===== config.mk =====
export PLATFORM = sky130hd
export DESIGN_NAME = row_scan_sequencer_flat
export DESIGN_NICKNAME = d
export VERILOG_FILES = /design/src/rtl/row_scan_sequencer_if.sv /design/src/rtl/row_scan_sequencer.sv /design/src/flat_wrapper.sv
export SDC_FILE = /design/constraint.sdc
export NUM_CORES = 1
export LEC_CHECK = 0
export CORE_MARGIN = 2
export CORE_UTILIZATION = 35
export DETAILED_ROUTE_END_ITERATION = 10
export RECOVER_POWER = 100
export REMOVE_ABC_BUFFERS = 1
export SLEW_MARGIN = 25
export SYNTH_ARGS = -nofsm -noshare
export SYNTH_HDL_FRONTEND = slang
export SYNTH_SLANG_ARGS = --single-unit

===== constraint.sdc =====
create_clock -name clk -period 2.1 [get_ports clk]
set_input_delay 0.42 -clock clk [delete_from_list [all_inputs] [get_ports clk]]
set_output_delay 0.42 -clock clk [all_outputs]
set_load 0.05 [all_outputs]

===== src/rtl/row_scan_sequencer_if.sv =====
// rtl/row_scan_sequencer_if.sv - scan request and decoder drive bundle for the row scan sequencer
interface row_scan_sequencer_if;
    logic       run;
    logic [7:0] mask;
    logic [2:0] a;
    logic       en;
    logic       frame_start;
    logic       busy;

    modport master (
        output run,
        output mask,
        input  a,
        input  en,
        input  frame_start,
        input  busy
    );

    modport slave (
        input  run,
        input  mask,
        output a,
        output en,
        output frame_start,
        output busy
    );
endinterface


===== src/rtl/row_scan_sequencer.sv =====
// rtl/row_scan_sequencer.sv - steps a 3-to-8 decoder through masked rows with dwell and blanking
module row_scan_sequencer #(
    parameter int DWELL = 4,
    parameter int BLANK = 1
) (
    input  logic                 clk,
    input  logic                 rst,
    row_scan_sequencer_if.slave  bus
);
    localparam int CMAX = (DWELL > BLANK) ? DWELL : BLANK;
    localparam int CW   = (CMAX > 1) ? $clog2(CMAX) : 1;
    localparam logic [CW-1:0] DWELL_LAST = CW'(DWELL - 1);
    localparam logic [CW-1:0] BLANK_LAST = CW'(BLANK - 1);

    typedef enum logic [1:0] {
        S_IDLE,
        S_BLANK,
        S_DRIVE
    } state_t;

    state_t        state_q;
    logic [CW-1:0] cnt_q;
    logic [2:0]    a_q;
    logic          en_q;
    logic          frame_start_q;
    logic          busy_q;
    logic          new_frame_q;

    logic [2:0]    first_row;
    logic [2:0]    above_row;
    logic          any_row;
    logic          has_above;
    logic [2:0]    next_row_d;
    logic          wrap_d;

    // Descending scan so the last hit written is the lowest qualifying index.
    always_comb begin
        first_row = '0;
        above_row = '0;
        any_row   = 1'b0;
        has_above = 1'b0;
        for (int i = 7; i >= 0; i--) begin
            if (bus.mask[i]) begin
                first_row = 3'(i);
                any_row   = 1'b1;
                if (3'(i) > a_q) begin
                    above_row = 3'(i);
                    has_above = 1'b1;
                end
            end
        end
        wrap_d     = !has_above;
        next_row_d = has_above ? above_row : first_row;
    end

    always_ff @(posedge clk) begin
        if (rst) begin
            state_q       <= S_IDLE;
            cnt_q         <= '0;
            a_q           <= '0;
            en_q          <= 1'b0;
            frame_start_q <= 1'b0;
            busy_q        <= 1'b0;
            new_frame_q   <= 1'b0;
        end else begin
            case (state_q)
                S_IDLE: begin
                    en_q          <= 1'b0;
                    frame_start_q <= 1'b0;
                    if (bus.run && any_row) begin
                        state_q     <= S_BLANK;
                        a_q         <= first_row;
                        new_frame_q <= 1'b1;
                        cnt_q       <= '0;
                        busy_q      <= 1'b1;
                    end
                end
                S_BLANK: begin
                    if (!bus.run) begin
                        state_q <= S_IDLE;
                        busy_q  <= 1'b0;
                        cnt_q   <= '0;
                    end else if (cnt_q == BLANK_LAST) begin
                        state_q       <= S_DRIVE;
                        en_q          <= 1'b1;
                        frame_start_q <= new_frame_q;
                        cnt_q         <= '0;
                    end else begin
                        cnt_q <= cnt_q + CW'(1);
                    end
                end
                S_DRIVE: begin
                    frame_start_q <= 1'b0;
                    // A started row always runs its full dwell; run and mask only matter at its end.
                    if (cnt_q == DWELL_LAST) begin
                        en_q  <= 1'b0;
                        cnt_q <= '0;
                        if (bus.run && any_row) begin
                            state_q     <= S_BLANK;
                            a_q         <= next_row_d;
                            new_frame_q <= wrap_d;
                        end else begin
                            state_q <= S_IDLE;
                            busy_q  <= 1'b0;
                        end
                    end else begin
                        cnt_q <= cnt_q + CW'(1);
                    end
                end
                default: begin
                    state_q <= S_IDLE;
                    en_q    <= 1'b0;
                    busy_q  <= 1'b0;
                    cnt_q   <= '0;
                end
            endcase
        end
    end

    assign bus.a           = a_q;
    assign bus.en          = en_q;
    assign bus.frame_start = frame_start_q;
    assign bus.busy        = busy_q;
endmodule


===== src/flat_wrapper.sv =====
// flat-port wrapper written by rule: the top's interface ports become plain ports
module row_scan_sequencer_flat 
#(
    parameter int DWELL = 4,
    parameter int BLANK = 1
)
  (clk, rst, bus_run, bus_mask, bus_a, bus_en, bus_frame_start, bus_busy);
  row_scan_sequencer_if bus_i ();
  input  logic clk;
  input  logic rst;
  input wire logic [$bits(bus_i.run)-1:0] bus_run;
  input wire logic [$bits(bus_i.mask)-1:0] bus_mask;
  output wire logic [$bits(bus_i.a)-1:0] bus_a;
  output wire logic [$bits(bus_i.en)-1:0] bus_en;
  output wire logic [$bits(bus_i.frame_start)-1:0] bus_frame_start;
  output wire logic [$bits(bus_i.busy)-1:0] bus_busy;
  assign bus_i.run = bus_run;
  assign bus_i.mask = bus_mask;
  assign bus_a = bus_i.a;
  assign bus_en = bus_i.en;
  assign bus_frame_start = bus_i.frame_start;
  assign bus_busy = bus_i.busy;
  row_scan_sequencer #(.DWELL(DWELL), .BLANK(BLANK)) u_core (.clk(clk), .rst(rst), .bus(bus_i));
endmodule

==> results of run 1 <==
## worst max-delay path, delay by kind of cell
kind,cells,cell delay (ns)
AO/OA/AOI/OAI,3,0.70
AND/OR/NAND/NOR,1,0.56
buffers and inverters,1,0.47
## power by group
group          switching (mW)  total (mW)  internal [mW]  leakage, nW
combinational           0.187       0.319          0.132        0.391
sequential             0.0262       0.258          0.232       0.0901
clock                  0.0716       0.145         0.0733       0.0150
total                   0.285       0.722          0.437        0.496
## metal layers
metal / wire, um / part of all wire
met1: 1100 / 0.46
met2: 1150 / 0.48
met3: 84 / 0.035
met4: 36 / 0.015
met5: 0 / 0
## cells by family (layout without fill, tap and decap cells)
| group | after synthesis | in the layout | share of synthesized area |
|---|---|---|---|
| muxes | 1 | 1 | 0.0108 |
| AOI/OAI and AO/OA | 40 | 40 | 0.324 |
| adders and majority gates | 7 | 7 | 0.0948 |
| buffers and inverters | 14 | 43 | 0.0650 |
| DFF | 11 | 11 | 0.238 |
| and+or+nand+nor | 45 | 45 | 0.267 |
## final timing paths
path | from | end | slack, ns | cells past startpoint
min reg2reg | u_core.cnt_q[0] | u_core.cnt_q[0] | 0.50 | 2
min | u_core.cnt_q[0] | u_core.cnt_q[0] | 0.50 | 2
max | bus_mask[1] | u_core.bus.busy | 0.1 | 5
max reg2reg | u_core.bus.a[2] | u_core.bus.a[0] | 0.31 | 5
## flip-flops by register name, summed over array words and instances, names as in the netlist
name	flops
u_core.cnt_q	2
u_core.bus.busy	1
u_core.new_frame_q	1
u_core.bus.a	3
u_core.bus.frame_start	1
u_core.bus.en	1
u_core.state_q	2
## cell type report
type | instances | area [um^2] | share of cell area
clock buffers | 4 | 26.3 | 0.0220
well taps | 30 | 37.5 | 0.0314
flip-flops and latches | 11 | 220 | 0.184
inverters | 10 | 37.5 | 0.0314
repair buffers | 29 | 238 | 0.199
multi-input cells | 93 | 636 | 0.532
## layout by cell type (no fill, tap or decap), types with 5 or more instances in the layout
cell / count
sky130_fd_sc_hd__inv_1: 10
sky130_fd_sc_hd__ha_1: 7
sky130_fd_sc_hd__buf_4: 11
sky130_fd_sc_hd__dfxtp_1: 11
sky130_fd_sc_hd__nor2b_1: 5
sky130_fd_sc_hd__clkdlybuf4s50_1: 10
sky130_fd_sc_hd__nand3_1: 5
sky130_fd_sc_hd__nor2_1: 13
sky130_fd_sc_hd__clkbuf_1: 5
sky130_fd_sc_hd__a21oi_1: 9
sky130_fd_sc_hd__nand2_1: 6
## through the flow
| stage | hold slack [ns] | setup slack (ns) | util | cell area (um^2) | instances |
|---|---|---|---|---|---|
| CTS | 0.502 | 0.107 | 0.487 | 1220 | 177 |
| finish | 0.503 | 0.0998 | 0.478 | 1190 | 177 |
| global placement | 0.475 | -0.107 | 0.476 | 1190 | 173 |
| floorplan | 0.455 | 0.167 | - | 901 | 114 |
| global route | 0.518 | 0.0322 | 0.478 | 1190 | 177 |
| detailed placement | 0.491 | -0.142 | 0.476 | 1190 | 173 |
==> report_table.html, run 1 <==
<table>
<tr><th>Metric</th><th>Value</th></tr>
<tr><th colspan="2">Die</th></tr>
<tr><td>Area of the die</td><td>3070 um^2</td></tr>
<tr><td>Core Box Area</td><td>2500 um^2</td></tr>
<tr><td>Width of the chip</td><td>55.4 um</td></tr>
<tr><td>Boundary pin count</td><td>17</td></tr>
<tr><td>Number of rows in the core area</td><td>18</td></tr>
<tr><td>Die Span Y</td><td>55.4 um</td></tr>
<tr><td>Starting Density</td><td>0.369</td></tr>
<tr><th colspan="2">Synth</th></tr>
<tr><td>Cell with the most instances after synthesis</td><td>sky130_fd_sc_hd__nor2_1</td></tr>
<tr><td>Ranking of synthesized cells by area</td><td>sky130_fd_sc_hd__dfxtp_1 24%, sky130_fd_sc_hd__ha_1 9.5%, sky130_fd_sc_hd__nor2_1 5.3%</td></tr>
<tr><td>Async SR Flop Fraction</td><td>0</td></tr>
<tr><td>Prevailing post-synth register cell</td><td>sky130_fd_sc_hd__dfxtp_1</td></tr>
<tr><td>Area leader, netlist</td><td>sky130_fd_sc_hd__dfxtp_1</td></tr>
<tr><td>Gate count of the mapped netlist</td><td>118</td></tr>
<tr><td>Cell Area, Synth</td><td>923 um^2</td></tr>
<tr><td>Top cells by instance count after synthesis</td><td>13 x sky130_fd_sc_hd__nor2_1, 11 x sky130_fd_sc_hd__dfxtp_1, 10 x sky130_fd_sc_hd__inv_1</td></tr>
<tr><td>Share of the synthesized area in the top cell type</td><td>0.238</td></tr>
<tr><td>Number of synthesized flops with an enable pin</td><td>0</td></tr>
<tr><td>Ys Warns</td><td>0</td></tr>
<tr><td>Distinct cells, synth</td><td>47</td></tr>
<tr><td>Sequential element share of the synthesized area</td><td>0.238</td></tr>
<tr><td>Avg Synthesized Cell Area</td><td>7.83 um^2</td></tr>
<tr><td>Number of synthesized register bits</td><td>11</td></tr>
<tr><th colspan="2">Global routing</th></tr>
<tr><td>Met3 routing resource usage after global routing</td><td>0.0258</td></tr>
<tr><td>Number of global-route vias before repair</td><td>931</td></tr>
<tr><td>Most congested layer reported by global routing</td><td>met2</td></tr>
<tr><td>Pin count of the biggest net entering global routing</td><td>11</td></tr>
<tr><td>Total global routing track utilization</td><td>0.156</td></tr>
<tr><td>GRT overflow</td><td>0</td></tr>
<tr><td>Wire length of the first global-routing pass</td><td>3950 um</td></tr>
<tr><td>Met1 demand-to-capacity share in global routing</td><td>0.188</td></tr>
<tr><td>Initial antenna violation count</td><td>0</td></tr>
<tr><td>Met2 track demand over resource</td><td>0.269</td></tr>
<tr><th colspan="2">Pwr</th></tr>
<tr><td>Static leakage</td><td>0.496 nW</td></tr>
<tr><td>Total power after layout</td><td>722 uW</td></tr>
<tr><td>VDD IR max</td><td>0.376 mV</td></tr>
<tr><td>PD cells</td><td>604 nW/um^2</td></tr>
<tr><th colspan="2">STA</th></tr>
<tr><td>Final Critical Period</td><td>2.00 ns</td></tr>
<tr><td>Setup TNS after final layout</td><td>0 ns</td></tr>
<tr><td>Number of max-slew violations in the final report</td><td>0</td></tr>
<tr><td>Fmax achieved</td><td>500 MHz</td></tr>
<tr><td>Worst slew margin relative to its limit</td><td>0.611</td></tr>
<tr><td>Final setup viols</td><td>0</td></tr>
<tr><td>Tightest Pin Transition</td><td>0.586 ns</td></tr>
<tr><td>Unrepaired setup endpoints after global routing</td><td>no</td></tr>
<tr><td>Final Hold Vio Count</td><td>0</td></tr>
<tr><td>Post-route fraction of the period consumed by the critical path</td><td>0.952</td></tr>
<tr><td>Clock Skews</td><td>0.00325 ns</td></tr>
<tr><th colspan="2">Clock network</th></tr>
<tr><td>Clock network latency to the later pin of the worst-skew pair</td><td>0.26 ns</td></tr>
<tr><td>Post-CTS Setup Bufs</td><td>0</td></tr>
<tr><td>Clk root buf</td><td>sky130_fd_sc_hd__clkbuf_4</td></tr>
<tr><td>Clock tree from TritonCTS</td><td>yes</td></tr>
<tr><td>Max Root-Sink Buffers</td><td>2</td></tr>
<tr><td>H-Tree Depth</td><td>1</td></tr>
<tr><td>Sink Count</td><td>11</td></tr>
<tr><td>CTS Buf Count</td><td>3</td></tr>
<tr><td>Post-CTS Resized</td><td>0</td></tr>
<tr><td>Number of buffers added to fix hold violations after cts</td><td>0</td></tr>
<tr><td>Clock-pin slew of the registers on the worst-case setup and hold paths</td><td>0.07 ns</td></tr>
<tr><th colspan="2">Worst setup path</th></tr>
<tr><td>Required time at the worst-slack endpoint</td><td>2.26 ns</td></tr>
<tr><td>Worst Setup End Kind</td><td>flip-flop</td></tr>
<tr><td>Setup Crit Path Kind</td><td>input port to flip-flop</td></tr>
<tr><td>Delay of the slowest critical-path stage</td><td>0.56 ns</td></tr>
<tr><td>Max FO, Critical Path</td><td>6</td></tr>
<tr><td>Worst EP arrival</td><td>2.16 ns</td></tr>
<tr><td>Worst-path cell chain</td><td>clkdlybuf4s50_1, or4_4, o21ai_2, a21oi_1, a41o_1</td></tr>
<tr><td>Startpoint type of the worst setup path</td><td>input port</td></tr>
<tr><td>Crit path max-delay cell type</td><td>sky130_fd_sc_hd__or4_4</td></tr>
<tr><th colspan="2">Detailed routing</th></tr>
<tr><td>TritonRoute pass-1 iters</td><td>4</td></tr>
<tr><td>Total Routed Length</td><td>2370 um</td></tr>
<tr><td>Via count</td><td>945</td></tr>
<tr><td>Antenna Nets Post-Route</td><td>0</td></tr>
<tr><td>Ratio of routed vias to standard cells</td><td>5.34</td></tr>
<tr><td>Avg WL per Cell</td><td>13.4 um</td></tr>
<tr><td>Total DRC errors in the routed layout</td><td>0</td></tr>
<tr><td>DRC violation total after the first TritonRoute iteration</td><td>26</td></tr>
<tr><th colspan="2">Placed design</th></tr>
<tr><td>Detailed placement HPWL</td><td>1890 um</td></tr>
<tr><td>Weighted congestion at the end of routability-driven global placement</td><td>0.857</td></tr>
<tr><td>Port-buffer cells</td><td>16</td></tr>
<tr><th colspan="2">Final layout</th></tr>
<tr><td>Fin nets</td><td>166</td></tr>
<tr><td>Fill count</td><td>266</td></tr>
<tr><td>Inserted Diodes</td><td>0</td></tr>
<tr><td>Ratio of cells with drive above 1 in the final layout</td><td>0.150</td></tr>
<tr><td>Area growth from synthesis to layout</td><td>29.4%</td></tr>
<tr><th colspan="2">Run status</th></tr>
<tr><td>Result of the run</td><td>completed</td></tr>
<tr><th colspan="2">Min path</th></tr>
<tr><td>Class of the tightest hold or removal check</td><td>flip-flop to flip-flop</td></tr>
<tr><th colspan="2">Job</th></tr>
<tr><td>Max Cap Viol</td><td>0</td></tr>
</table>
Power figures use the tool's default switching activity.
==> run 2, diff against run 1 <==
--- a/config.mk
+++ b/config.mk
@@ -5,6 +5,7 @@
 export SDC_FILE = /design/constraint.sdc
 export NUM_CORES = 1
 export LEC_CHECK = 0
+export CAP_MARGIN = 40
 export CORE_MARGIN = 2
 export CORE_UTILIZATION = 35
 export DETAILED_ROUTE_END_ITERATION = 10
==> results of run 2 <==
Same layout as run 1: the final DEF is identical, and so are final timing and power.
